`src/rtl/divider_s_18bits_9bits_seq.sv`:
```
`timescale 1ns/1ps
`default_nettype none
// ============================================================================
// Module   : divider_s_18bits_9bits_seq
// Brief    : Iterative radix-2 restoring divider, 18-bit dividend / 9-bit
//            divisor, per-operand signed/unsigned, valid/ready on both sides.
// Revision : 1.0 - initial release
// ============================================================================
module divider_s_18bits_9bits_seq #(
    parameter int N_W = 18,
    parameter int D_W = 9
) (
    input  logic           clk,
    input  logic           reset,
    input  logic           in_valid,
    output logic           in_ready,
    input  logic [N_W-1:0] N,
    input  logic [D_W-1:0] D,
    input  logic           N_sign,
    input  logic           D_sign,
    output logic           out_valid,
    input  logic           out_ready,
    output logic [N_W-1:0] Q,
    output logic [D_W-1:0] R,
    output logic           div_by_zero,
    output logic           overflow
);

    localparam int CW = $clog2(N_W);
    localparam logic [CW-1:0]  c_last  = CW'(N_W - 1);
    localparam logic [N_W-1:0] c_qhalf = {1'b1, {(N_W-1){1'b0}}};

    typedef enum logic [1:0] {
        IDLE = 2'd0,
        CALC = 2'd1,
        FIX  = 2'd2,
        DONE = 2'd3
    } state_t;

    state_t r_state;
    state_t w_state_next;

    // r_nq starts as |N| and is shifted left; quotient bits enter at the LSB.
    logic [N_W-1:0] r_nq;
    logic [D_W:0]   r_pr;
    logic [D_W-1:0] r_dmag;
    logic [D_W-1:0] r_nlow;
    logic [CW-1:0]  r_cnt;
    logic           r_qsign;
    logic           r_rsign;
    logic           r_smode;
    logic           r_dz;

    logic           w_accept;
    logic           w_n_neg;
    logic           w_d_neg;
    logic [N_W-1:0] w_nmag;
    logic [D_W-1:0] w_dmag;
    logic [D_W+1:0] w_trial;
    logic           w_ge;
    logic [D_W:0]   w_pr_next;
    logic [D_W-1:0] w_rmag;

    assign in_ready  = (r_state == IDLE) && !reset;
    assign out_valid = (r_state == DONE);
    assign w_accept  = in_valid && in_ready;

    assign w_n_neg = N_sign & N[N_W-1];
    assign w_d_neg = D_sign & D[D_W-1];
    assign w_nmag  = w_n_neg ? (~N + 1'b1) : N;
    assign w_dmag  = w_d_neg ? (~D + 1'b1) : D;

    assign w_trial   = {r_pr, r_nq[N_W-1]};
    assign w_ge      = (w_trial >= (D_W+2)'(r_dmag));
    assign w_pr_next = (D_W+1)'(w_ge ? (w_trial - (D_W+2)'(r_dmag)) : w_trial);
    assign w_rmag    = r_pr[D_W-1:0];

    always_comb begin
        w_state_next = r_state;
        case (r_state)
            IDLE: if (w_accept) w_state_next = CALC;
            CALC: if (r_cnt == c_last) w_state_next = FIX;
            FIX:  w_state_next = DONE;
            DONE: if (out_ready) w_state_next = IDLE;
            default: w_state_next = IDLE;
        endcase
    end

    always_ff @(posedge clk) begin
        if (reset) begin
            r_state <= IDLE;
        end else begin
            r_state <= w_state_next;
        end
    end

    always_ff @(posedge clk) begin
        if (reset) begin
            r_nq        <= '0;
            r_pr        <= '0;
            r_dmag      <= '0;
            r_nlow      <= '0;
            r_cnt       <= '0;
            r_qsign     <= 1'b0;
            r_rsign     <= 1'b0;
            r_smode     <= 1'b0;
            r_dz        <= 1'b0;
            Q           <= '0;
            R           <= '0;
            div_by_zero <= 1'b0;
            overflow    <= 1'b0;
        end else begin
            case (r_state)
                IDLE: begin
                    if (w_accept) begin
                        r_nq    <= w_nmag;
                        r_pr    <= '0;
                        r_dmag  <= w_dmag;
                        r_nlow  <= N[D_W-1:0];
                        r_cnt   <= '0;
                        r_qsign <= w_n_neg ^ w_d_neg;
                        r_rsign <= w_n_neg;
                        r_smode <= N_sign | D_sign;
                        r_dz    <= (D == '0);
                    end
                end
                CALC: begin
                    r_pr  <= w_pr_next;
                    r_nq  <= {r_nq[N_W-2:0], w_ge};
                    r_cnt <= r_cnt + 1'b1;
                end
                FIX: begin
                    div_by_zero <= r_dz;
                    if (r_dz) begin
                        Q        <= '1;
                        R        <= r_nlow;
                        overflow <= 1'b0;
                    end else begin
                        Q        <= r_qsign ? (~r_nq + 1'b1) : r_nq;
                        R        <= r_rsign ? (~w_rmag + 1'b1) : w_rmag;
                        // Negative results may reach -2^(N_W-1); positive ones may not.
                        overflow <= r_smode && (r_qsign ? (r_nq > c_qhalf)
                                                        : (r_nq >= c_qhalf));
                    end
                end
                default: ;
            endcase
        end
    end

endmodule
`default_nettype wire
```
`config.mk`:
```
export PLATFORM = sky130hd
export DESIGN_NAME = divider_s_18bits_9bits_seq
export DESIGN_NICKNAME = d
export VERILOG_FILES = /design/src/rtl/divider_s_18bits_9bits_seq.sv
export SDC_FILE = /design/constraint.sdc
export NUM_CORES = 1
export LEC_CHECK = 0
export ABC_AREA = 1
export CAP_MARGIN = 5
export CORE_MARGIN = 8
export CORE_UTILIZATION = 30
export DETAILED_ROUTE_END_ITERATION = 10
export HOLD_SLACK_MARGIN = 0.1
export MAX_ROUTING_LAYER = met4
export PLACE_DENSITY = 0.45
export SYNTH_ARGS = -nofsm -noshare
export SYNTH_HDL_FRONTEND = slang
export SYNTH_SLANG_ARGS = --single-unit
```
`constraint.sdc`:
```
create_clock -name clk -period 2.59 [get_ports clk]
set_clock_uncertainty 0.1 [all_clocks]
set_input_delay 0.518 -clock clk [delete_from_list [all_inputs] [get_ports clk]]
set_output_delay 0.518 -clock clk [all_outputs]
set_load 0.02 [all_outputs]
```
======== Word level (Yosys, flattened, before mapping) ========
Cells that the tools add are included.
word-level totals
  bits in registers ....................... 86
  output and inout bits ................... 31
cells by class
  add/subtract/negate cells ............... 6
  $lt $le $gt $ge ......................... 3
  equality and inequality tests ........... 7
  multiplexer cells ....................... 19
  bitwise operators ....................... 8
  reduce and logical (&&, ||, !) cells .... 10
operators by type and width
  cell                                                        count
  2-to-1 mux 18 bit                                           4
  adder 18 x 1 -> 18 bit (second input constant)              2
  NOT 18 bit                                                  2
  one-hot mux 18 bit (2 select lines)                         1
  2-to-1 mux 9 bit                                            3
  2-to-1 mux 10 bit                                           2
  one-hot mux 10 bit (2 select lines)                         1
  adder 9 x 1 -> 9 bit (second input constant)                2
  greater-or-equal comparator 18 bit (second input constant)  1
  > comparator 18 bit (second input constant)                 1
  NOT 9 bit                                                   2
  greater-or-equal comparator 11 x 9 -> 1 bit                 1
  one-hot mux 5 bit (2 select lines)                          1
  subtractor 10 x 9 -> 10 bit                                 1
  zero test 9 bit                                             1
  one-hot mux 2 bit (4 select lines)                          1
  2-to-1 mux 2 bit                                            3
  adder 5 x 1 -> 5 bit (second input constant)                1
  equality test 5 bit (second input constant)                 1
  2-to-1 mux 5 bit                                            1
  equality test 2 bit (second input constant)                 2
  inequality test 2 bit (second input constant)               2
  AND reduction 2 bit                                         2
  logical AND 1 bit                                           3
  other kinds (10)                                            12

======== Logic depth before layout (Yosys ltp) ========
Gate-level depths: netlist (run 1).
  depth in word-level cells ............... 5
  depth in mapped cells ................... 13

======== Least setup slack after synthesis (run 1) ========
OpenSTA, ideal clock, no wires.
  path type ............................... register to register
  start ................................... register r_nq[17]
  end ..................................... register r_pr[8]
  arrival ................................. 1.639 ns
  data required time ...................... 2.348 ns
  setup slack ............................. 0.710 ns
  cell stages (with the launch flop) ...... 13
  cell sequence ........................... dfxtp_1 -> inv_1 -> ha_1 -> fa_1 -> nand3b_1 -> nand2_1 -> nand2_1 -> nand2_1 -> nand2_1 -> nand2_1 -> nand2_2 -> nand3_2 -> a21oi_2
between the ends
  longest elaborated chain between the ends .. 3
ends and longest elaborated chain
  element                                                                                     RTL line  source
  start, declared                                                                             44        logic [N_W-1:0] r_nq;
  start signal, assigned                                                                      116       r_nq <= w_nmag;
  start signal, assigned                                                                      129       r_nq <= {r_nq[N_W-2:0], w_ge};
  subtractor 10 x 9 -> 10 bit or greater-or-equal comparator 11 x 9 -> 1 bit (tied branches)  75, 74
  2-to-1 mux 10 bit (*)                                                                       75        assign w_pr_next = (D_W+1)'(w_ge ? (w_trial - (D_W+2)'(r_dmag)) : w_trial);
  one-hot mux 10 bit (2 select lines) (*)                                                     113       case (r_state)
  end signal, assigned                                                                        128       r_pr <= w_pr_next;
  end, declared                                                                               45        logic [D_W:0] r_pr;
Mark *: on every way between the ends. The rest lies on a longest branch, timed or not.
A chain may end at the register's enable or synchronous reset.

======== Final worst setup path (run 1) ========
  start ................................... register r_state[1]
  end ..................................... output in_ready
between the ends
  longest elaborated chain between the ends .. 2
ends and longest elaborated chain
  element                 RTL line  source
  start, declared         40        state_t r_state;
  start signal, assigned  93        r_state <= w_state_next;
  zero test 2 bit         64        assign in_ready = (r_state == IDLE) && !reset;
  logical AND 1 bit       64
  end, declared           16        output logic in_ready,
Every way passes these cells.

==> summary.txt, run 1 <==
Logic synthesis
  • Synth warn: 0
  • Syn Inst Count: 807
  • Avg Cell Area, Syn: 6.653 µm²
  • Post-synthesis register bit count: 86
  • Mapped Nets: 862
  • Synthesized cell area: 0.005369 mm²
  • Netlist cell types: 44
  • Post-synthesis sequential area ratio: 32.07%

Pwr
  • Leakage: 2.673 nW
  • Peak supply drop: 0.0003664 V
  • Pwr/cell area: 931.3 mW/mm²

STA
  • Final Hold Slack: 0.3770 ns
  • Final setup fails: 0
  • Final min period: 2.392 ns
  • Fmax: 418.1 MHz
  • Final TNS setup: 0 ns
  • Tcrit/Tclk final: 92.35%
  • Relative slew slack: 58.31%
  • Slew @ Worst Pin: 0.6254 ns
  • Unrepaired setup endpoints after global routing: false
  • Final hold vios: 0
  • Pins Over Slew Limit: 0

Die
  • Num rows: 49
  • Core Region: 0.01778 mm²
  • Die width: 149.8 µm
  • Die Ht: 149.8 µm
  • Die Footprint: 0.02243 mm²
  • Initial Util: 30.20%
  • I/O pin cnt: 64

Min path
  • Hold path cells: 2
  • Worst Hold Class: reg -> reg
  • Hold Crit Start: r_pr[9]
  • Min-Delay Endpoint: r_pr[9]

Clocking
  • H-tree depth: 3
  • Clk sinks: 86
  • Reg clk slew, reported paths: 0.07 ns
  • CTS tree: built
  • PostCTS Resize Cnt: 0
  • Cts hold-fix bufs: 0
  • Clk buf depth: 2
  • CTS Buf Count: 9
  • CTS root buffer: clkbuf_16
  • Worst-skew pair later-pin latency: 0.34 ns
  • Setup bufs post-CTS: 0

Place
  • IO buf count: 63
  • Inst Count DP: 1081
  • Placer Congestion: 0.8951
  • Post-DP HPWL: 12910 µm

Worst setup path
  • Crit Path Category: reg -> out
  • Crit. path cell count: 5
  • Worst Setup Start Kind: register
  • Crit. End Element: primary output
  • Crit-path slowest cell: clkdlybuf4s50_1
  • Reg2reg end: r_pr[8]
  • Worst R2R Path Depth: 12
  • Crit-path cells: inv_1 -> ha_1 -> inv_2 -> nor2_2 -> clkdlybuf4s50_1
  • Crit path max fanout: 4
  • Reg-to-reg startpoint: r_nq[17]
  • Req. time, crit path: 1.97 ns
  • Crit path max-delay family: buffers and inverters
  • Max incr delay on CP: 0.62 ns
  • CP Launch Point: r_state[1]
  • Critical path arrival: 1.77 ns
  • CP Buf/Inv Count: 3
  • Worst R2R Setup Slack: 0.50 ns

Run status
  • Outcome: finished, final reports clean

Final layout
  • Final-layout fill cell count: 1921
  • Commonest non-fill, non-tap cell in the layout: nand2_1
  • Share of cells above drive strength 1: 8.766%
  • Nets: 918
  • Number of diodes: 0
  • Fin cells: 1096
  • Most frequent cells in the layout: 172 x nand2_1, 106 x inv_1, 89 x nand3_1
  • Synth-to-layout area growth: 22.28%

Routing
  • Vias: 5360
  • Post-Route WL: 16660 µm
  • Routed Antenna Nets: 0
  • Drt wl/cell: 15.20 µm
  • DRC Markers: 0
  • Initial DRC count: 351
  • Vias/cell: 4.891
  • TritonRoute pass-1 iters: 5

Global routing
  • Global-route wire length before repair: 27570 µm
  • Initial antenna violation count: 0
  • GRT overflow: 0
  • GR Util All Layers: 15.91%
  • Via count of the first global-routing pass: 5209
  • Largest net degree at the start of global routing: 48

Job
  • Max-cap violations: 0
## tightest hold or removal path, delay by kind of cell (launching register included)
| kind | cells | cell delay, ns |
|---|---|---|
| flops | 1 | 0.31 |
| simple gates | 1 | 0.06 |
| compound gates | 1 | 0.05 |
## cells in the mapped netlist, drive strengths merged
cell type | count | area [µm²]
and3 | 1 | 6.260
a31oi | 28 | 175.2
or2 | 4 | 25.03
o22ai | 7 | 43.79
nand4 | 9 | 56.30
nor3b | 1 | 7.510
a22oi | 1 | 7.510
clkbuf | 23 | 86.33
o221ai | 2 | 17.52
o21bai | 2 | 15.01
o31ai | 2 | 15.01
dfxtp | 86 | 1722
xor2 | 3 | 26.28
inv | 110 | 415.4
nor3 | 12 | 60.06
buf | 11 | 77.56
a21oi | 47 | 291.5
o211ai | 4 | 30.03
fa | 1 | 20.02
a21boi | 3 | 22.52
nor2 | 66 | 262.8
ha | 21 | 262.8
o21ai | 66 | 341.6
nand2 | 185 | 737.0
nand3 | 99 | 545.5
a211oi | 2 | 15.01
nand3b | 6 | 45.04
xnor2 | 4 | 35.03
clkinv | 1 | 3.750
## logic make-up after synthesis
family                     synth area share (%)
and+or+nand+nor                           32.51
AOI/OAI and AO/OA                         18.15
buffers and inverters                     10.86
DFF                                       32.07
adders and majority gates                 5.267
xor gates and xnor gates                  1.142
## metal layers
metal	vias up	part of all wire (%)	GRT usage [%]
li1	2783	-	-
met1	2447	54	23.51
met2	120	40	21.64
met3	10	4.7	2.540
met4	0	1.4	4.348
met5	-	0	-
## how the worst max path moves through the flow
stage,slack (ns),end
2_1_floorplan,0.71,r_pr[8]
3_3_place_gp,0.26,r_dmag[8]
3_5_place_dp,0.26,r_dmag[8]
4_1_cts,0.17,in_ready
5_1_grt,0.07,in_ready
6_report,0.20,in_ready
## flip-flops by register name, summed over array words and instances (netlist names), 2 cells and up
name	cells
r_cnt	5
r_pr	10
r_dmag	9
r_nlow	9
r_state	2
R	9
Q	18
r_nq	18
## through the flow
step           area, µm²  power, mW  util (%)  setup slack (ns)
2_1_floorplan       5369      3.895         -            0.7095
3_3_place_gp        6250      4.717     35.15            0.2622
3_5_place_dp        6250      4.737     35.15            0.2606
4_1_cts             6565      6.166     36.92            0.1701
5_1_grt             6565      6.618     36.92           0.06530
6_report            6565      6.114     36.92            0.1982
## power breakdown
part	internal (mW)	leakage [nW]	total, mW	switching, mW
logic	1.04	1.82	2.95	1.91
clock network	0.869	0.153	1.40	0.532
registers	1.58	0.702	1.76	0.182
## area by class of cell
type	count	area, µm²	share of cell area, %
multi-input combinational	576	3064	46.67
sequential	86	1722	26.22
timing repair buffer	79	758.2	11.55
inverter	111	419.2	6.385
tap	229	286.5	4.364
clock buffer	12	246.5	3.755
clock inverter	3	68.82	1.048
Note: power is estimated with default switching activity, not from simulation.
==> run 2: changes to the inputs <==
CORE_UTILIZATION = 40   (was 30)
PLACE_DENSITY = 0.57   (was 0.45)
==> run 2 against run 1 <==
Worst setup slack got worse by 0.021 ns. Clock power decreased by 12%. Global-route usage grew 2.7 points. Utilization up 12 points. Cell count fell by 5.0%. First-iteration DRC count is 13% higher. Sequential power barely moved. Combinational power shrank 2%. Routed wire length down 7.3%. Highest routed layer unchanged. Die area decreased by 22%.
==> summary.txt, run 2 (same netlist as run 1, synthesis figures left out) <==
Die
  • Die Footprint: 0.01739 mm² (-22%)
  • Core Region: 0.01319 mm² (-26%)
  • Die Ht: 131.9 µm (-12%)
  • I/O pin cnt: 64 (unchanged)
  • Initial Util: 40.70% (+11 points)
  • Die width: 131.9 µm (-12%)
  • Num rows: 42 (-14%)

Final layout
  • Most frequent cells in the layout: 172 x nand2_1, 106 x inv_1, 89 x nand3_1
  • Number of diodes: 0 (unchanged)
  • Synth-to-layout area growth: 19.79%
  • Register area: 0.001722 mm² (unchanged)
  • Top flop regs: Q x18, r_nq x18, r_pr x10
  • Area of the multi-input gates: 0.003064 mm² (unchanged)
  • Nets: 915 (-0.33%)
  • Commonest non-fill, non-tap cell in the layout: nand2_1
  • Final-layout fill cell count: 1355 (-29%)
  • Share of cells above drive strength 1: 8.671% (-0.095 points)

Clocking
  • H-tree depth: 3 (unchanged)
  • Reg clk slew, reported paths: 0.07 ns (about the same)
  • Clk buf depth: 2 (unchanged)
  • CTS tree: built
  • CTS root buffer: clkbuf_16
  • CTS Buf Count: 9 (unchanged)
  • Setup bufs post-CTS: 0 (unchanged)
  • PostCTS Resize Cnt: 0 (unchanged)
  • Clk sinks: 86 (unchanged)
  • Worst-skew pair later-pin latency: 0.35 ns (about the same)
  • Cts hold-fix bufs: 0 (unchanged)

Routing
  • TritonRoute pass-1 iters: 4 (-1)
  • Initial DRC count: 397 (+13%)
  • Vias: 5339 (-0.39%)
  • DRC Markers: 0 (unchanged)
  • Drt wl/cell: 14.83 µm (-2.4%)
  • Post-Route WL: 15440 µm (-7.3%)
  • Vias/cell: 5.129 (+4.9%)
  • Routed Antenna Nets: 0 (unchanged)

STA
  • Fmax: 414.5 MHz (-0.87%)
  • Tcrit/Tclk final: 93.16% (+0.81 points)
  • Pins Over Slew Limit: 0 (unchanged)
  • Final setup fails: 0 (unchanged)
  • Final min period: 2.413 ns (+0.02092 ns)
  • Unrepaired setup endpoints after global routing: false
  • Relative slew slack: 59.75% (+1.4 points)
  • Final Hold Slack: 0.3733 ns (-0.003720 ns)
  • Final TNS setup: 0 ns (unchanged)
  • Slew @ Worst Pin: 0.6038 ns (-0.02162 ns)
  • Final hold vios: 0 (unchanged)

Worst setup path
  • Req. time, crit path: 1.97 ns (about the same)
  • Worst Setup Start Kind: register
  • Critical path arrival: 1.79 ns (+0.02 ns)
  • Crit. End Element: primary output
  • Worst R2R Path Depth: 12 (unchanged)
  • Crit Path Category: reg -> out
  • Crit path max fanout: 4 (unchanged)

Pwr
  • Pwr/cell area: 915.2 mW/mm² (-1.7%)
  • Leakage: 2.632 nW (-1.5%)
  • Total chip power: 5.886 mW (-3.7%)
  • Peak supply drop: 0.0003618 V (-1.3%)

Global routing
  • GRT overflow: 0 (unchanged)
  • Via count of the first global-routing pass: 5146 (-1.2%)
  • Met3 Use GR: 3.659% (+1.1 points)
  • Largest net degree at the start of global routing: 48 (unchanged)
  • Initial antenna violation count: 0 (unchanged)
  • Most Crowded Layer GR: met1
  • Met2 usage: 25.96% (+4.3 points)
  • M1 GR Usage: 26.78% (+3.3 points)
  • GR Util All Layers: 18.63% (+2.7 points)
  • Global-route wire length before repair: 26160 µm (-5.1%)

Place
  • Post-DP HPWL: 12000 µm (-7.1%)
  • Placer Congestion: 0.9481 (+5.9%)
  • IO buf count: 63 (unchanged)

Min path
  • Worst Hold Class: reg -> reg
  • Hold path cells: 2 (unchanged)

Run status
  • Outcome: finished, final reports clean

Job
  • Max-cap violations: 0 (unchanged)
## run 2: through the flow
stage                     utilization [%]  std cells  cell area (µm²)  worst slack (ns)
after floorplan                         -        807             5369            0.7095
after global placement              46.61       1025             6148            0.2759
after detailed placement            46.61       1025             6148            0.2036
after CTS                           48.76       1041             6431            0.1551
after global routing                48.76       1041             6431           0.07728
final                               48.76       1041             6431            0.1773
## run 2: cell type report
class | count | share of cell area, %
multi-input combinational | 576 | 47.65
sequential | 86 | 26.77
timing repair buffer | 76 | 11.25
inverter | 111 | 6.518
clock buffer | 11 | 3.774
tap | 176 | 3.424
clock inverter | 5 | 0.6226
## run 2: final timing paths
path               from  endpoint  slack, ns
max          r_state[1]  in_ready       0.18
min reg2reg     r_pr[9]   r_pr[9]       0.37
max reg2reg    r_nq[17]   r_pr[6]       0.47
min             r_pr[9]   r_pr[9]       0.37
## run 2: layer usage
layer / up-vias / share of wire [%] / routed length [µm]
met3: 15 / 4.4 / 686
li1: 2777 / - / -
met4: 0 / 1.4 / 223
met1: 2420 / 53 / 8240
met2: 127 / 41 / 6291
met5: - / 0 / 0
## run 2: power breakdown
part | switching, mW | internal [mW] | leakage [nW]
combinational | 1.87 | 1.02 | 1.80
sequential | 0.186 | 1.58 | 0.702
clock | 0.548 | 0.683 | 0.129
total | 2.60 | 3.29 | 2.63
## run 2: worst max-delay path, stage by stage (launching register included)
cell,delay [ns]
dfxtp_1,0.34
inv_1,0.12
ha_1,0.18
inv_2,0.07
nor2_2,0.11
clkdlybuf4s50_1,0.62
